## config.mk

```make
export PLATFORM = sky130hd
export DESIGN_NAME = mux_arb_nbyw_flat
export DESIGN_NICKNAME = d
export VERILOG_FILES = /design/src/rtl/mux_arb_nbyw_pkg.sv /design/src/rtl/mux_arb_nbyw_if.sv /design/src/rtl/mux_arb_nbyw_arb.sv /design/src/rtl/mux_arb_nbyw.sv /design/src/flat_wrapper.sv
export SDC_FILE = /design/constraint.sdc
export NUM_CORES = 1
export LEC_CHECK = 0
export CORE_MARGIN = 2
export CORE_UTILIZATION = 35
export CTS_BUF_LIST = sky130_fd_sc_hd__clkbuf_8
export DETAILED_ROUTE_END_ITERATION = 10
export PLACE_DENSITY = 0.91
export RECOVER_POWER = 50
export SYNTH_ARGS = -nofsm -noshare
export SYNTH_HDL_FRONTEND = slang
export SYNTH_HIERARCHICAL = 1
export SYNTH_SLANG_ARGS = --single-unit
```

## constraint.sdc

```tcl
create_clock -name Clk -period 1.95 [get_ports Clk]
set_input_delay 0.195 -clock Clk [delete_from_list [all_inputs] [get_ports Clk]]
set_output_delay 0.195 -clock Clk [all_outputs]
set_load 0.01 [all_outputs]
```

## src/rtl/mux_arb_nbyw_pkg.sv

```systemverilog
// Shared constants and types for the N-channel registered mux/arbiter.
package mux_pkg;

  localparam logic MODE_SEL = 1'b0;
  localparam logic MODE_RR  = 1'b1;

  typedef enum logic [1:0] {
    EMPTY,
    ONE,
    FULL
  } skid_state_t;

endpackage

```

## src/rtl/mux_arb_nbyw_if.sv

```systemverilog
// Handshake bundle for mux_arb_nbyw: NCH producer channels in, one consumer port out.
interface mux_arb_nbyw_if #(
  parameter int WIDTH = 32,
  parameter int NCH   = 4
);
  localparam int SELW = $clog2(NCH);

  logic                  mode;
  logic [SELW-1:0]       sel;
  logic [NCH-1:0]        in_valid;
  logic [NCH*WIDTH-1:0]  in_data;
  logic [NCH-1:0]        in_ready;
  logic                  out_valid;
  logic [WIDTH-1:0]      out_data;
  logic [SELW-1:0]       out_chan;
  logic                  out_ready;

  modport master (
    output mode, sel, in_valid, in_data, out_ready,
    input  in_ready, out_valid, out_data, out_chan
  );

  modport slave (
    input  mode, sel, in_valid, in_data, out_ready,
    output in_ready, out_valid, out_data, out_chan
  );

endinterface

```

## src/rtl/mux_arb_nbyw_arb.sv

```systemverilog
// Combinational round-robin arbiter: first requester strictly after ptr, wrapping.
module rr_arbiter #(
  parameter  int NCH  = 4,
  localparam int SELW = $clog2(NCH)
) (
  input  logic [NCH-1:0]  req,
  input  logic [SELW-1:0] ptr,
  output logic            gnt_valid,
  output logic [SELW-1:0] gnt_idx
);

  logic [2*NCH-1:0] rotated;

  // Doubling the request vector makes the wrap a plain right shift.
  always_comb begin
    rotated   = {req, req} >> (int'(ptr) + 1);
    gnt_valid = 1'b0;
    gnt_idx   = '0;
    for (int j = 0; j < NCH; j++) begin
      if (!gnt_valid && rotated[j]) begin
        gnt_valid = 1'b1;
        gnt_idx   = SELW'((int'(ptr) + 1 + j) % NCH);
      end
    end
  end

endmodule

```

## src/rtl/mux_arb_nbyw.sv

```systemverilog
// N-channel registered mux with explicit-select or round-robin grant.
// Define MUXARB_SKID_EN to add a one-entry skid register and cut the out_ready->in_ready path.
module mux_arb_nbyw
  import mux_pkg::*;
#(
  parameter  int WIDTH = 32,
  parameter  int NCH   = 4,
  localparam int SELW  = $clog2(NCH)
) (
  input  logic          Clk,
  input  logic          reset,
  mux_arb_nbyw_if.slave bus
);

  logic             outValid_q;
  logic [WIDTH-1:0] outData_q;
  logic [SELW-1:0]  outChan_q;
  logic [SELW-1:0]  ptr_q, ptr_d;

  logic             rrValid;
  logic [SELW-1:0]  rrIdx;
  logic             candValid;
  logic [SELW-1:0]  candIdx;
  logic [WIDTH-1:0] candData;
  logic             spaceAvail;
  logic             inFire;
  logic             outFire;

  rr_arbiter #(.NCH(NCH)) u_arb (
    .req       (bus.in_valid),
    .ptr       (ptr_q),
    .gnt_valid (rrValid),
    .gnt_idx   (rrIdx)
  );

  always_comb begin
    candValid = 1'b0;
    candIdx   = '0;
    if (bus.mode == MODE_RR) begin
      candValid = rrValid;
      candIdx   = rrIdx;
    end else begin
      for (int i = 0; i < NCH; i++) begin
        if (int'(bus.sel) == i && bus.in_valid[i]) begin
          candValid = 1'b1;
          candIdx   = SELW'(i);
        end
      end
    end
    candData = '0;
    for (int i = 0; i < NCH; i++) begin
      if (candIdx == SELW'(i)) candData = bus.in_data[i*WIDTH +: WIDTH];
    end
  end

  assign inFire  = candValid && spaceAvail && !reset;
  assign outFire = outValid_q && bus.out_ready;
  assign ptr_d   = (inFire && bus.mode == MODE_RR) ? candIdx : ptr_q;

  always_comb begin
    bus.in_ready = '0;
    for (int i = 0; i < NCH; i++) begin
      bus.in_ready[i] = inFire && (candIdx == SELW'(i));
    end
  end

  assign bus.out_valid = outValid_q;
  assign bus.out_data  = outData_q;
  assign bus.out_chan  = outChan_q;

`ifdef MUXARB_SKID_EN
  skid_state_t      state_q;
  logic [WIDTH-1:0] skidData_q;
  logic [SELW-1:0]  skidChan_q;

  assign spaceAvail = (state_q != FULL);

  // The skid slot only fills when the output register is stalled, so order is preserved.
  always_ff @(posedge Clk or posedge reset) begin
    if (reset) begin
      state_q    <= EMPTY;
      outValid_q <= 1'b0;
      outData_q  <= '0;
      outChan_q  <= '0;
      skidData_q <= '0;
      skidChan_q <= '0;
      ptr_q      <= SELW'(NCH - 1);
    end else begin
      ptr_q <= ptr_d;
      case (state_q)
        EMPTY: begin
          if (inFire) begin
            outData_q  <= candData;
            outChan_q  <= candIdx;
            outValid_q <= 1'b1;
            state_q    <= ONE;
          end
        end
        ONE: begin
          if (inFire && outFire) begin
            outData_q <= candData;
            outChan_q <= candIdx;
          end else if (inFire) begin
            skidData_q <= candData;
            skidChan_q <= candIdx;
            state_q    <= FULL;
          end else if (outFire) begin
            outValid_q <= 1'b0;
            state_q    <= EMPTY;
          end
        end
        FULL: begin
          if (outFire) begin
            outData_q <= skidData_q;
            outChan_q <= skidChan_q;
            state_q   <= ONE;
          end
        end
        default: state_q <= EMPTY;
      endcase
    end
  end
`else
  assign spaceAvail = !outValid_q || bus.out_ready;

  always_ff @(posedge Clk or posedge reset) begin
    if (reset) begin
      outValid_q <= 1'b0;
      outData_q  <= '0;
      outChan_q  <= '0;
      ptr_q      <= SELW'(NCH - 1);
    end else begin
      ptr_q <= ptr_d;
      if (inFire) begin
        outData_q  <= candData;
        outChan_q  <= candIdx;
        outValid_q <= 1'b1;
      end else if (outFire) begin
        outValid_q <= 1'b0;
      end
    end
  end
`endif

endmodule
```

## src/flat_wrapper.sv

```systemverilog
// flat-port wrapper written by rule: the top's interface ports become plain ports
module mux_arb_nbyw_flat import mux_pkg::*;
#(
  parameter  int WIDTH = 32,
  parameter  int NCH   = 4,
  localparam int SELW  = $clog2(NCH)
)
  (Clk, reset, bus_mode, bus_sel, bus_in_valid, bus_in_data, bus_out_ready, bus_in_ready, bus_out_valid, bus_out_data, bus_out_chan);
  mux_arb_nbyw_if #(.WIDTH(WIDTH), .NCH(NCH)) bus_i ();
  input  logic Clk;
  input  logic reset;
  input wire logic [$bits(bus_i.mode)-1:0] bus_mode;
  input wire logic [$bits(bus_i.sel)-1:0] bus_sel;
  input wire logic [$bits(bus_i.in_valid)-1:0] bus_in_valid;
  input wire logic [$bits(bus_i.in_data)-1:0] bus_in_data;
  input wire logic [$bits(bus_i.out_ready)-1:0] bus_out_ready;
  output wire logic [$bits(bus_i.in_ready)-1:0] bus_in_ready;
  output wire logic [$bits(bus_i.out_valid)-1:0] bus_out_valid;
  output wire logic [$bits(bus_i.out_data)-1:0] bus_out_data;
  output wire logic [$bits(bus_i.out_chan)-1:0] bus_out_chan;
  assign bus_i.mode = bus_mode;
  assign bus_i.sel = bus_sel;
  assign bus_i.in_valid = bus_in_valid;
  assign bus_i.in_data = bus_in_data;
  assign bus_i.out_ready = bus_out_ready;
  assign bus_in_ready = bus_i.in_ready;
  assign bus_out_valid = bus_i.out_valid;
  assign bus_out_data = bus_i.out_data;
  assign bus_out_chan = bus_i.out_chan;
  mux_arb_nbyw #(.WIDTH(WIDTH), .NCH(NCH)) u_core (.Clk(Clk), .reset(reset), .bus(bus_i));
endmodule
```

==> metrics.md, run 1 <==
| Metric | Value |
|---|---|
| Commonest non-fill, non-tap cell in the layout | `clkdlybuf4s50_1` |
| CTS tree | `built` |
| CTS Hold Bufs | `0` |
| HP Class | `flip-flop to flip-flop` |
| Rows | `32` |
| Mean Syn Cell Area | `9.25 sq um` |
| Initial antenna violation count | `0` |
| Final Core Density | `69.1%` |
| Pwr per Cell Area | `872 nW/um^2` |
| Post-synth cell types | `30` |
| Fin cells | `590` |
| Max Cap Viol | `0` |
| Most frequent cells in the layout | `clkdlybuf4s50_1, and2_1, a221oi_2` |
| Die ar. | `8850 sq um` |
| Setup CP Type | `flip-flop to primary output` |
| NumNets Final | `625` |
| Crit path capture type | `primary output` |
| Clock sinks | `37` |
| Syn nets | `445` |
| Port Buf Inserts | `176` |
| Hold depth | `2` |
| Hold_sp | `u_core/bus.out_data[1]` |
| H-tree depth | `2` |
| Seq/Total Area, Yosys | `32.7%` |
| Synth area leaders | `dfrtp_1, and2_1, a221oi_1` |
| Post-Syn Area | `2840 sq um` |
| Worst r2r src | `u_core/ptr_q[1]` |
| Unrepaired setup endpoints after global routing | `true` |
| Final min period | `2210 ps` |
| Area fraction of the dominant cell type after synthesis | `30.9%` |
| TNS Setup | `-3320 ps` |
| Vias in the first global route | `3193` |
| Outcome | `complete, but fails checks` |
| DIE WIDTH | `94.1 microns` |
| Failing checks | `negative setup slack` |
| CP Max Fanout | `6` |
| Via density | `5.60` |
| Initial DRC count | `125` |
| R2R Path End | `u_core/bus.out_data[26]` |
| Placed insts | `574` |
| Max rail drop VDD | `0.430 mV` |
| # IOs | `177` |
| Setup violations, final | `36` |
| Clk root buf | `clkbuf_8` |
| Core ar. | `7810 sq um` |
| CTS clk-pin slew, worst paths | `80 ps` |
| Total global routing overflow | `0` |
| CP Launch Type | `flip-flop` |
| Routed Antenna Nets | `0` |
| Dpl hpwl | `7390 microns` |
| Area Growth Syn to Fin | `90.1%` |
| Fillers | `577` |
| Final hold vios | `0` |
| Design Power | `4.70 mW` |
| Hold Slack | `478 ps` |
| Worst-margin pin slew | `976 ps` |
| Die Y | `94.1 microns` |
| Vias | `3302` |
| CP arrival | `2010 ps` |
| First-pass GRT wire length | `15700 microns` |
| Largest net degree at the start of global routing | `39` |
| Worst path required time | `1750 ps` |
| Mapped Cells | `307` |
| Share of layout cells above drive strength 1 | `25.6%` |
| Drc violations | `0` |
| Flop2flop setup slack | `-130 ps` |
| Clock tree buffer depth | `2` |
| Achievable clock frequency | `453 MHz` |
| Gp weighted congestion | `0.864` |
| Max-slew headroom | `34.9%` |
| DRT Wirelength | `11100 microns` |
| #FFs+latches synth | `37` |
| Slew Viols, Final | `0` |
| Period utilization | `113%` |
| Leak | `2.07 nW` |
| Total global-route track usage | `22.4%` |
| Num CTS Buffers | `5` |
| Final Worst Setup Slack | `-259 ps` |
| Syn. warnings | `6` |
| Clock skew | `9.96 ps` |
| Post-synth top area cell | `dfrtp_1` |
| Iteration count of the initial detailed-routing pass | `4` |
| Clock Latency Late Sink | `300 ps` |
| Diode count | `0` |
| Reg2reg path depth | `7` |
| Routed length per instance | `18.8 microns` |
| Initial Util | `36.4%` |
| Hold EP | `u_core/bus.out_data[1]` |
## power by group
group	total [mW]	switching, mW	internal (mW)
combinational	2.81	1.30	1.51
sequential	1.21	0.162	1.05
clock	0.680	0.297	0.383
## routing by layer
metal | vias to the layer above | global-route usage [%] | part of all wire [%]
met3 | 12 | 5.78 | 8.4
met4 | 0 | 4.59 | 1.2
met1 | 1596 | 25.5 | 38
met2 | 142 | 41.8 | 53
met5 | - | 0 | 0
li1 | 1552 | - | -
## metrics by stage
step | cell area, sq um | setup slack (ps)
2_1_floorplan | 2840 | 42.1
3_3_place_gp | 4800 | -405
5_1_grt | 5400 | -295
4_1_cts | 5020 | -102
6_report | 5400 | -259
3_5_place_dp | 4800 | -489
## critical path, stage by stage (launching register included)
cell and delay (ps):
dfstp_2 610, nand2b_4 150, a21oi_2 60, o221ai_2 210, nand2_2 120, o21a_4 160, nor3_2 230, buf_2 180
## registers in the layout, indices dropped and copies added (netlist names)
register              count
u_core/bus.out_chan       2
u_core/bus.out_valid      1
u_core/bus.out_data      32
u_core/ptr_q              2
## worst max path at each step
stage | endpoint | slack [ps] | from
2_1_floorplan | bus_in_ready[1] | 40 | u_core/ptr_q[1]
3_3_place_gp | bus_in_ready[1] | -410 | bus_in_valid[3]
3_5_place_dp | u_core/bus.out_data[29] | -490 | bus_in_valid[2]
4_1_cts | bus_in_ready[0] | -100 | u_core/ptr_q[1]
5_1_grt | bus_in_ready[1] | -300 | u_core/ptr_q[1]
6_report | bus_in_ready[1] | -260 | u_core/ptr_q[1]
## cells in the mapped netlist, drive strengths merged
| library cell | n |
|---|---|
| o21a | 1 |
| buf | 17 |
| inv | 2 |
| nor3 | 2 |
| nand2 | 43 |
| a22o | 1 |
| mux2i | 2 |
| and2b | 1 |
| a221oi | 64 |
| nor2 | 4 |
| a31oi | 1 |
| and2 | 64 |
| o31ai | 32 |
| nand2b | 6 |
| o2111ai | 1 |
| mux4 | 1 |
| o21ai | 2 |
| and3 | 1 |
| clkbuf | 17 |
| nor2b | 1 |
| a21oi | 3 |
| dfrtp | 35 |
| o221ai | 1 |
| dfstp | 2 |
| mux2 | 3 |
## what timing repair did
item | CTS | global route
resized for setup | 40 | 50
pin swaps | 4 | 5
setup buffers | 3 | 4
gates cloned | 0 | 1
endpoints found under the setup margin | 36 | 39
## layout make-up
type	instances	area, sq um	area share [%]
Sequential cell	37	928	17.2
Timing Repair Buffer	207	2100	38.9
Clock inverter	3	46.3	0.858
Inverter	2	11.3	0.209
Tap cell	102	128	2.36
Clock buffer	5	68.8	1.28
Multi-Input combinational cell	234	2120	39.2
## cell families (layout without fill, tap and decap cells)
kind of cell    count (synthesis)  after routing  share of synthesized area [%]
simple gates                  122            122                           22.7
compound gates                106            106                           35.6
flops                          37             37                           32.7
buf+inv                        36            217                           6.17
mux                             6              6                           2.82
No activity file was read; power rests on OpenSTA's default activity.
==> inputs of run 2 (changes only) <==
CORE_MARGIN = not set   (was 2)
GPL_ROUTABILITY_DRIVEN = 0   (was not set)
==> metrics.md, run 2 (synthesis gave the netlist of run 1 again) <==
| Metric | Value |
|---|---|
| Total global-route track usage | `23.5%` |
| Largest net degree at the start of global routing | `44` |
| Final min period | `2090 ps` |
| Total global routing overflow | `0` |
| Largest register FFs | `32` |
| Worst r2r src | `u_core/ptr_q[1]` |
| Iteration count of the initial detailed-routing pass | `4` |
| H-tree depth | `2` |
| Design Power | `4.49 mW` |
| Most frequent cells in the layout | `clkdlybuf4s50_1, and2_1, nand2_1` |
| Worst-margin pin slew | `800 ps` |
| NumNets Final | `624` |
| Max Cap Viol | `0` |
| Routed length per instance | `17.3 microns` |
| Clk root buf | `clkbuf_8` |
| Initial antenna violation count | `0` |
| DIE WIDTH | `92.1 microns` |
| First-pass GRT wire length | `15900 microns` |
| CP Launch Type | `flip-flop` |
| CTS tree | `built` |
| Max-slew headroom | `46.6%` |
| Routed Antenna Nets | `0` |
| Dpl hpwl | `7390 microns` |
| CP arrival | `2280 ps` |
| Flop pwr share | `27.2%` |
| Achievable clock frequency | `478 MHz` |
| Clock Latency Late Sink | `290 ps` |
| Fillers | `574` |
| Final Worst Setup Slack | `-143 ps` |
| Vias in the first global route | `3340` |
| DRT Wirelength | `10200 microns` |
| Diode count | `0` |
| Period utilization | `107%` |
| Initial DRC count | `89` |
| Flop2flop setup slack | `-140 ps` |
| Unrepaired setup endpoints after global routing | `true` |
| Vias | `3255` |
| Drc violations | `0` |
| Setup CP Type | `flip-flop to flip-flop` |
| Slew Viols, Final | `0` |
| R2R Path End | `u_core/bus.out_data[18]` |
| Rows | `32` |
| Psw | `1.61 mW` |
| Reg2reg path depth | `9` |
| Clock tree buffer depth | `2` |
| Area Growth Syn to Fin | `81.0%` |
| Via density | `5.53` |
| Outcome | `complete, but fails checks` |
| Die Y | `92.1 microns` |
| Port Buf Inserts | `176` |
| Max rail drop VDD | `0.370 mV` |
| Pwr per Cell Area | `873 nW/um^2` |
| HP Class | `flip-flop to flip-flop` |
| Clock power frac | `15.6%` |
| Gate power share | `57.2%` |
| Int Power | `2.88 mW` |
| CP Max Fanout | `10` |
| Failing checks | `negative setup slack` |
| Hold Slack | `481 ps` |
| Share of layout cells above drive strength 1 | `19.7%` |
| Crit path capture type | `flip-flop` |
| Final hold vios | `0` |
| Switch share | `35.8%` |
| Leak | `1.99 nW` |
| Core ar. | `7770 sq um` |
| Setup violations, final | `36` |
| Commonest non-fill, non-tap cell in the layout | `clkdlybuf4s50_1` |
| Critical path startpoint | `u_core/ptr_q[1]` |
| Clock sinks | `37` |
| Setup crit end | `u_core/bus.out_data[18]` |
| Num CTS Buffers | `5` |
| Die ar. | `8480 sq um` |
| # IOs | `177` |
| Clock skew | `9.14 ps` |
| Placed instance area | `4830 sq um` |
| Setup WS pre-CTS | `-474 ps` |
| Initial Util | `36.5%` |
| CTS clk-pin slew, worst paths | `80 ps` |
| Final Cell Area | `5140 sq um` |
| Worst path required time | `2140 ps` |
run 2: changes by cell type in the layout (fill, tap and decap cells not counted), moves of 2 or more:
cell / change
a221oi_2: -22
buf_6: +3
clkdlybuf4s50_1: +2
dlygate4sd2_1: -2
a221oi_4: -5
buf_4: -2
a221oi_1: +27
buf_12: -4
run 2: power groups by stage:
stage	Clock (mW)	Combinational, mW	Sequential, mW
final	0.698	2.57	1.22
after global routing	0.739	2.76	1.26
after CTS	0.717	2.46	1.22
after detailed placement	0	2.36	1.23
after global placement	0	2.30	1.21
after floorplan	0	1.09	1.34
run 2: per-layer routing:
layer	up-vias	track usage (%)	share of wire, %
li1	1541	-	-
met1	1532	26.9	38
met5	-	0	0
met2	160	43.0	51
met4	0	7.29	2.4
met3	22	5.39	8.0
run 2: per-stage QoR:
step / TNS, ps / std cells / util, %
2_1_floorplan: 0 / 307 / -
3_3_place_gp: -10430 / 577 / 62.2
3_5_place_dp: -14830 / 577 / 62.2
4_1_cts: -3250 / 586 / 65.0
5_1_grt: -7070 / 589 / 66.2
6_report: -3980 / 589 / 66.2
run 2: worst min path at each step:
stage                            start  slack [ps]                      end  depth (start not counted)
2_1_floorplan                    reset         160   u_core/bus.out_chan[0]                          1
3_3_place_gp    u_core/bus.out_chan[1]         460   u_core/bus.out_chan[1]                          2
3_5_place_dp   u_core/bus.out_data[25]         470  u_core/bus.out_data[25]                          2
4_1_cts                          reset         320   u_core/bus.out_data[6]                          3
5_1_grt        u_core/bus.out_data[23]         500  u_core/bus.out_data[23]                          2
6_report       u_core/bus.out_data[13]         480  u_core/bus.out_data[13]                          2
run 2: worst max-delay path, stage by stage (launching register included):
cell and delay, ps:
dfstp_2 590, buf_6 120, mux2i_4 220, o221ai_2 150, nand2_2 120, o21a_1 190
buf_6 150, clkbuf_16 170, a221oi_2 40, o31ai_1 240
run 2: timing repair:
action                                  CTS  global route
hold buffers                              0             0
pin swaps                                14            26
gates cloned                              0             1
endpoints found under the setup margin   36            38
resized for setup                        38            11
setup buffers                             1             2
run 2: layout make-up:
| type | count | area [sq um] | area share, % |
|---|---|---|---|
| flip-flops and latches | 37 | 928 | 18.1 |
| repair buffers | 206 | 2060 | 40.1 |
| clock inverters | 2 | 37.5 | 0.730 |
| well taps | 102 | 128 | 2.48 |
| inverters | 2 | 8.76 | 0.170 |
| clock buffers | 6 | 82.6 | 1.61 |
| multi-input cells | 234 | 1890 | 36.8 |
